==> config.mk <==
export PLATFORM = sky130hd
export DESIGN_NAME = ballot_controller
export DESIGN_NICKNAME = d
export VERILOG_FILES = /design/src/rtl/ballot_controller.sv
export SDC_FILE = /design/constraint.sdc
export NUM_CORES = 1
export LEC_CHECK = 0
export CAP_MARGIN = 25
export CORE_UTILIZATION = 53
export CTS_CLUSTER_SIZE = 28
export DETAILED_ROUTE_END_ITERATION = 10
export PLACE_DENSITY = 0.75
export SLEW_MARGIN = 20
export SYNTH_ARGS = -nofsm -noshare
export SYNTH_HDL_FRONTEND = slang
export SYNTH_SLANG_ARGS = --single-unit
==> constraint.sdc <==
create_clock -name clock -period 3.1 [get_ports clock]
set_clock_uncertainty 0.15 [all_clocks]
set_input_delay 0.62 -clock clock [delete_from_list [all_inputs] [get_ports clock]]
set_output_delay 0.62 -clock clock [all_outputs]
set_load 0.05 [all_outputs]
==> src/rtl/ballot_controller.sv <==
// Voter-session sequencer: arm, qualify one stable candidate press, cast a
// one-hot increment, then lock out until the buttons are released.
module ballot_controller #(
  parameter int NUM_CAND       = 4,
  parameter int HOLD_CYCLES    = 4,
  parameter int LOCKOUT_CYCLES = 10,
  parameter int TIMEOUT_CYCLES = 1000
) (
  input  logic                clock,
  input  logic                reset,
  input  logic                mode,
  input  logic                ballot_enable,
  input  logic [NUM_CAND-1:0] cand_button,
  output logic [NUM_CAND-1:0] vote_inc,
  output logic                valid_vote_casted,
  output logic                ballot_ready,
  output logic                multi_press_err,
  output logic                timeout,
  output logic [15:0]         votes_total
);

  localparam int CNT_MAX_A = (HOLD_CYCLES > LOCKOUT_CYCLES) ? HOLD_CYCLES : LOCKOUT_CYCLES;
  localparam int CNT_MAX   = (CNT_MAX_A > TIMEOUT_CYCLES) ? CNT_MAX_A : TIMEOUT_CYCLES;
  localparam int CNT_W     = $clog2(CNT_MAX + 1);

  localparam logic [CNT_W-1:0] HOLD_LAST    = CNT_W'(HOLD_CYCLES - 1);
  localparam logic [CNT_W-1:0] LOCKOUT_LAST = CNT_W'(LOCKOUT_CYCLES - 1);
  localparam logic [CNT_W-1:0] TIMEOUT_LAST = CNT_W'(TIMEOUT_CYCLES - 1);

  typedef enum logic [2:0] {
    S_IDLE    = 3'd0,
    S_ARMED   = 3'd1,
    S_QUALIFY = 3'd2,
    S_CAST    = 3'd3,
    S_LOCKOUT = 3'd4
  } state_t;

  state_t              state_q, state_d;
  logic [CNT_W-1:0]    cnt_q, cnt_d;
  logic [NUM_CAND-1:0] sel_q, sel_d;
  logic [NUM_CAND-1:0] vote_inc_q, vote_inc_d;
  logic                valid_q, valid_d;
  logic                ready_q, ready_d;
  logic                multi_q, multi_d;
  logic                timeout_q, timeout_d;
  logic [15:0]         votes_total_q, votes_total_d;

  logic no_press;
  logic one_press;

  assign no_press  = (cand_button == '0);
  // A non-zero vector with no second bit set is exactly one-hot.
  assign one_press = !no_press &&
                     ((cand_button & (cand_button - NUM_CAND'(1))) == '0);

  always_comb begin
    state_d       = state_q;
    cnt_d         = cnt_q;
    sel_d         = sel_q;
    multi_d       = 1'b0;
    timeout_d     = 1'b0;
    votes_total_d = votes_total_q;

    case (state_q)
      S_IDLE: begin
        if (!mode && ballot_enable) state_d = S_ARMED;
      end
      S_ARMED: begin
        if (mode) begin
          state_d = S_IDLE;
        end else if (no_press) begin
          if (cnt_q == TIMEOUT_LAST) begin
            timeout_d = 1'b1;
            state_d   = S_IDLE;
          end else begin
            cnt_d = cnt_q + 1'b1;
          end
        end else if (one_press) begin
          sel_d   = cand_button;
          state_d = S_QUALIFY;
        end else begin
          multi_d = 1'b1;
          cnt_d   = '0;
        end
      end
      S_QUALIFY: begin
        if (mode) begin
          state_d = S_IDLE;
        end else if (cand_button != sel_q) begin
          state_d = S_ARMED;
        end else if (cnt_q == HOLD_LAST) begin
          state_d = S_CAST;
        end else begin
          cnt_d = cnt_q + 1'b1;
        end
      end
      S_CAST: begin
        state_d = S_LOCKOUT;
      end
      S_LOCKOUT: begin
        if (cnt_q != LOCKOUT_LAST) begin
          cnt_d = cnt_q + 1'b1;
        end else if (no_press) begin
          state_d = S_IDLE;
        end
      end
      default: begin
        state_d = S_IDLE;
      end
    endcase

    // The press that moves ARMED to QUALIFY is already the first qualifying sample.
    if (state_d != state_q) begin
      cnt_d = (state_d == S_QUALIFY) ? CNT_W'(1) : '0;
    end

    if (state_d == S_CAST && votes_total_q != 16'hFFFF) begin
      votes_total_d = votes_total_q + 16'd1;
    end

    vote_inc_d = (state_d == S_CAST) ? sel_d : '0;
    valid_d    = (state_d == S_CAST);
    ready_d    = (state_d == S_ARMED) || (state_d == S_QUALIFY);
  end

  always_ff @(posedge clock) begin
    if (reset) begin
      state_q       <= S_IDLE;
      cnt_q         <= '0;
      sel_q         <= '0;
      vote_inc_q    <= '0;
      valid_q       <= 1'b0;
      ready_q       <= 1'b0;
      multi_q       <= 1'b0;
      timeout_q     <= 1'b0;
      votes_total_q <= '0;
    end else begin
      state_q       <= state_d;
      cnt_q         <= cnt_d;
      sel_q         <= sel_d;
      vote_inc_q    <= vote_inc_d;
      valid_q       <= valid_d;
      ready_q       <= ready_d;
      multi_q       <= multi_d;
      timeout_q     <= timeout_d;
      votes_total_q <= votes_total_d;
    end
  end

  assign vote_inc          = vote_inc_q;
  assign valid_vote_casted = valid_q;
  assign ballot_ready      = ready_q;
  assign multi_press_err   = multi_q;
  assign timeout           = timeout_q;
  assign votes_total       = votes_total_q;

endmodule

# == After elaboration in Yosys (flattened, before gate mapping) ==
# Index checks and enable logic that the tools add are counted.
# word_totals
elab_cells,78
ff_bits,41
inputBits,8
# op_classes
n_mux,28
bitwise_logic,4
n_eq_ne,20
addsub,3
reduce_logical,14
# op_table
cell,n
two-way mux 10 bit,9
two-way mux 3 bit,10
one-hot mux 10 bit (3 select lines),1
"adder 16 x 1 -> 16 bit, second input constant",1
two-way mux 4 bit,4
"inequality test 16 bit, second input constant",1
"inequality test 3 bit, second input constant",5
one-hot mux 3 bit (5 select lines),1
"== test 3 x 2 -> 1 bit, second input constant",4
"adder 10 x 1 -> 10 bit, second input constant",1
"== test 10 bit, second input constant",1
"== test 10 x 2 -> 1 bit, second input constant",1
"inequality test 10 x 4 -> 1 bit, second input constant",1
zero test 4 bit,2
"inequality test 4 bit, second input constant",2
AND reduction 8 bit,1
OR reduction 4 bit,2
"== test 3 x 1 -> 1 bit, second input constant",2
AND 4 bit,1
inequality test 4 bit,1
nonzero test 4 bit,1
"subtractor 4 x 1 -> 4 bit, second input constant",1
"== test 3 bit, second input constant",1
logical AND 1 bit,3
7 further kinds,12

# == Logic depth before layout (Yosys ltp) ==
# depth
depth_word,11
mapped_depth,10
depth_no_buf,7

# == Worst setup path before layout ==
# OpenSTA, ideal clock, no wires.
# synth_path
path_type,input-to-reg
start,in cand_button[2]
end,reg cnt_q[4]
arrival_time_ns,2.476
path_buffers,3
required_ns,2.878
slack_ns,0.402
cell_stages,9
path_cell_list,buf_6 > xnor2_4 > nand4_2 > o21a_1 > buf_6 > or3_1 > buf_2 > or4_1 > a21oi_1
# synth_between
elab_chain_len,11
# synth_rtl
element,line,source
start: declaration,13,"input logic [NUM_CAND-1:0] cand_button,"
subtractor 4 x 1 -> 4 bit,54,((cand_button & (cand_button - NUM_CAND'(1))) == '0);
AND 4 bit,54,
zero test 4 bit,54,
logical AND 1 bit,53,assign one_press = !no_press &&
two-way mux 3 bit,78,end else if (one_press) begin
two-way mux 3 bit,71,end else if (no_press) begin
two-way mux 3 bit,69,if (mode) begin
one-hot mux 3 bit (5 select lines),64,case (state_q)
inequality test 3 bit,113,if (state_d != state_q) begin
"inequality test 4 bit (no source line), or another cell as far along",--,
AND reduction 8 bit (no source line),--,
end signal: assignment,139,cnt_q <= cnt_d;
end: declaration,39,"logic [CNT_W-1:0] cnt_q, cnt_d;"
# Several ways; a longest one is shown, not always the timed one. The select of a mux whose other input is x is not followed.
# A chain may end at the register's enable or synchronous reset.

# == Worst setup path in the final report ==
# layout_path
start,in cand_button[0]
end,reg votes_total_q[6] (netlist: votes_total[6])
# layout_between
elab_chain_len,10
# layout_rtl
element,line,source
subtractor 4 x 1 -> 4 bit,54,
AND 4 bit,54,
zero test 4 bit,54,
logical AND 1 bit,53,
two-way mux 3 bit,78,
two-way mux 3 bit,71,
two-way mux 3 bit,69,
one-hot mux 3 bit (5 select lines) (*),64,
== test 3 x 2 -> 1 bit (*),117,if (state_d == S_CAST && votes_total_q != 16'hFFFF) begin
logical AND 1 bit (*),117,
end signal: assignment,146,votes_total_q <= votes_total_d;
end: declaration,46,"logic [15:0] votes_total_q, votes_total_d;"
# Mark *: on every way between the ends. The rest lies on a longest branch, timed or not.

==> impl_metrics.tcl <==
set metrics [dict create \
    required_ps 3180 \
    yosysWarnings 0 \
    grt_util_met3 0.0500 \
    async_flop_share 0 \
    post-cts-setup-buffers 0 \
    finalPower_uw 1050 \
    cts_resized 0 \
    hold_class "register to register" \
    diodes 0 \
    dr.pass1.iters 4 \
    holdBufCountCts 0 \
    post-synth-top-count-cell "dfxtp_1" \
    synth-edff-count 0 \
    synth_flop_cell "dfxtp_1" \
    syn-num-nets 279 \
    viasPerCell 5.92 \
    ir_worst_vdd_uv 304 \
    area_delta_synth_final_pct 25.1 \
    p_clk_frac 0.430 \
    cts_sinks 41 \
    routed-via-count 2137 \
    htree_num_levels 2 \
    die_area_um2 4660 \
    synthCells 268 \
    cts.path.max_buffers 2 \
    reg2reg_to "votes_total[12]" \
    grt.met1_usage 0.304 \
    drc 0 \
    critPathLaunchType "primary input" \
    max_freq_ghz 0.338 \
    postRouteAntennaNets 0 \
    io-pin-count 32 \
    grt_overflow 0 \
    numCtsBuffers 5 \
    place_ws_ps -208 \
    place.gp.congestion 0.880 \
    netSwitchingFraction 0.216 \
    rr_worst_depth 8 \
    grt_pass1_vias 1908 \
    hold_viol_final 0 \
    place_hpwl_um 3720 \
    fin_crit_ps 2950 \
    finalMaxSlewViolations 0 \
    syn_avg_cell_area_um2 8.67 \
    regToRegSetupSlack_ps 470 \
    setup_violations 0 \
    clock_latency_ps 290 \
    synth_area_leaders "dfxtp_1, a21oi_1, or4_1" \
    busiest_layer "met2" \
    synthesis.area_um2 2320 \
    rows 23 \
    synthDistinctLibCells 54 \
    r2r-start "cnt_q[0]" \
    hold_path_end "cnt_q[1]" \
    drive_gt1_frac 0.161 \
    wl_per_cell_um 14.3 \
    clkSlewWorstSetupHoldPaths_ps 80 \
    synthTopCellsByCount "dfxtp_1, nor2_1, a21oi_1" \
    track_usage 0.236 \
    io_buffers 31 \
    cts_root_buffer "clkbuf_8" \
    relSlewSlack 0.467 \
    min_period_over_period 0.953 \
    nNetsFinal 321 \
    drtIter0Drc 107 \
    path_class "primary input to register" \
    dp.cells 353 \
    p_leak_uw 0.000995 \
    setup_ws_ps 145 \
    cpPeakStageDelay_ps 600 \
    status "finished, final reports clean" \
    cp_slowest_cell "clkdlybuf4s50_1" \
    cts_tree "yes" \
    seq_area_frac_synth 0.353 \
    fin_cells 361 \
    die_x_um 68.2 \
    final_core_util 0.707 \
    antenna_found_initial 0 \
    p_int_uw 823 \
    whs_path_depth 2 \
    grt_util_met2 0.390 \
    yosys.area.top_type "dfxtp_1" \
    cap_viol_max_count 0 \
    worstPathArrival_ps 3030 \
    path_max_fanout 19 \
    hold_path.startpoint "cnt_q[1]" \
    p_comb_frac 0.068 \
    coreArea_um2 4120 \
    nFillCells 339 \
    synth_top_area_frac 0.353 \
    path_cells "clkdlybuf4s50_1, buf_4, xnor2_2, nand4_2, o32ai_2, o2111ai_2, buf_12, buf_4, or4_1, a21oi_1" \
    finalWirelength_um 5160 \
    rsz0062_at_grt "no" \
    switchingPower_uw 227 \
    ys_ff_latch 41 \
    worst_pin_slew_ps 797 \
    grt_pass1_wl_um 8330 \
    grt_max_degree 32 \
    fin_tns_setup_ps 0 \
    p_seq_frac 0.502 \
    cp_common_cell "buf_4" \
    die_y_um 68.2 \
    cp-end-kind "register" \
    power_density_nw_per_um2 361 \
    initial_core_util 0.565 \
]
==> kinds of logic after synthesis <==
kind of cell / share of synthesized area
compound gates: 0.172
flops: 0.353
xor+xnor: 0.0554
fa+ha+maj: 0.0161
mux: 0.0264
simple gates: 0.316
buf+inv: 0.0608
==> sequential cells by signal, summed over array words and instances, names as in the netlist <==
register and flops:
ballot_ready 1, cnt_q 10, multi_press_err 1, sel_q 4
state_q 3, timeout 1, valid_vote_casted 1, vote_inc 4
votes_total 16
==> critical path, delay by kind of cell <==
family | cells | cell delay (ps)
simple gates | 2 | 520
xor+xnor | 1 | 110
compound gates | 3 | 660
buf+inv | 4 | 1110
==> worst max path at each step <==
stage | startpoint | to | slack, ps | depth (start not counted)
2_1_floorplan | cand_button[2] | cnt_q[4] | 400 | 9
3_3_place_gp | cand_button[0] | cnt_q[3] | -190 | 8
3_5_place_dp | cand_button[0] | cnt_q[3] | -210 | 8
4_1_cts | cand_button[0] | cnt_q[4] | 120 | 8
5_1_grt | cand_button[0] | votes_total[6] | 1 | 10
6_report | cand_button[0] | votes_total[6] | 150 | 10
==> layer usage <==
layer	vias up	routed length [um]
li1	1092	-
met2	38	2430
met5	-	0
met3	5	176
met1	1002	2490
met4	0	51
==> power by group through the flow <==
stage | Combinational (uW) | Sequential [uW] | Clock (uW)
final | 71.4 | 527 | 451
after global placement | 69.7 | 540 | 0
after global routing | 77.0 | 528 | 482
after CTS | 70.9 | 527 | 461
after floorplan | 45.0 | 541 | 0
after detailed placement | 70.6 | 540 | 0
==> metrics by stage <==
| stage | hold WS (ps) | area [um^2] |
|---|---|---|
| after floorplan | 307 | 2320 |
| after detailed placement | 339 | 2770 |
| final | 348 | 2910 |
| after global routing | 363 | 2910 |
| after global placement | 326 | 2770 |
| after CTS | 353 | 2890 |
==> final cells by class <==
type	count	area, um^2	area share
multi-input combinational	202	1380	0.474
timing repair buffer	53	500	0.172
sequential	41	821	0.282
clock inverter	2	37.5	0.0129
clock buffer	6	82.6	0.0284
tap	50	62.6	0.0215
inverter	7	26.3	0.00903
==> cell usage in the layout, fill, tap and decap left out, types with 2 or more instances in the layout <==
cell type,instances
dfxtp_1,41
or4_1,13
inv_1,7
or3_1,7
clkbuf_8,6
nor2b_1,3
nor4_2,2
xnor2_1,5
a21oi_1,23
nor4_1,4
a211oi_1,6
nor3_1,9
and3_1,9
nor4b_1,2
or2_2,2
xnor2_2,3
ha_1,3
buf_4,20
nand2_1,9
and2_1,4
o31ai_1,10
or4b_1,2
nand2b_1,2
mux2i_1,5
clkdlybuf4s50_1,31
nand3_1,11
buf_12,2
o21ai_0,9
nor2_1,25
nand4_1,7
No activity file was read; power rests on OpenSTA's default activity.
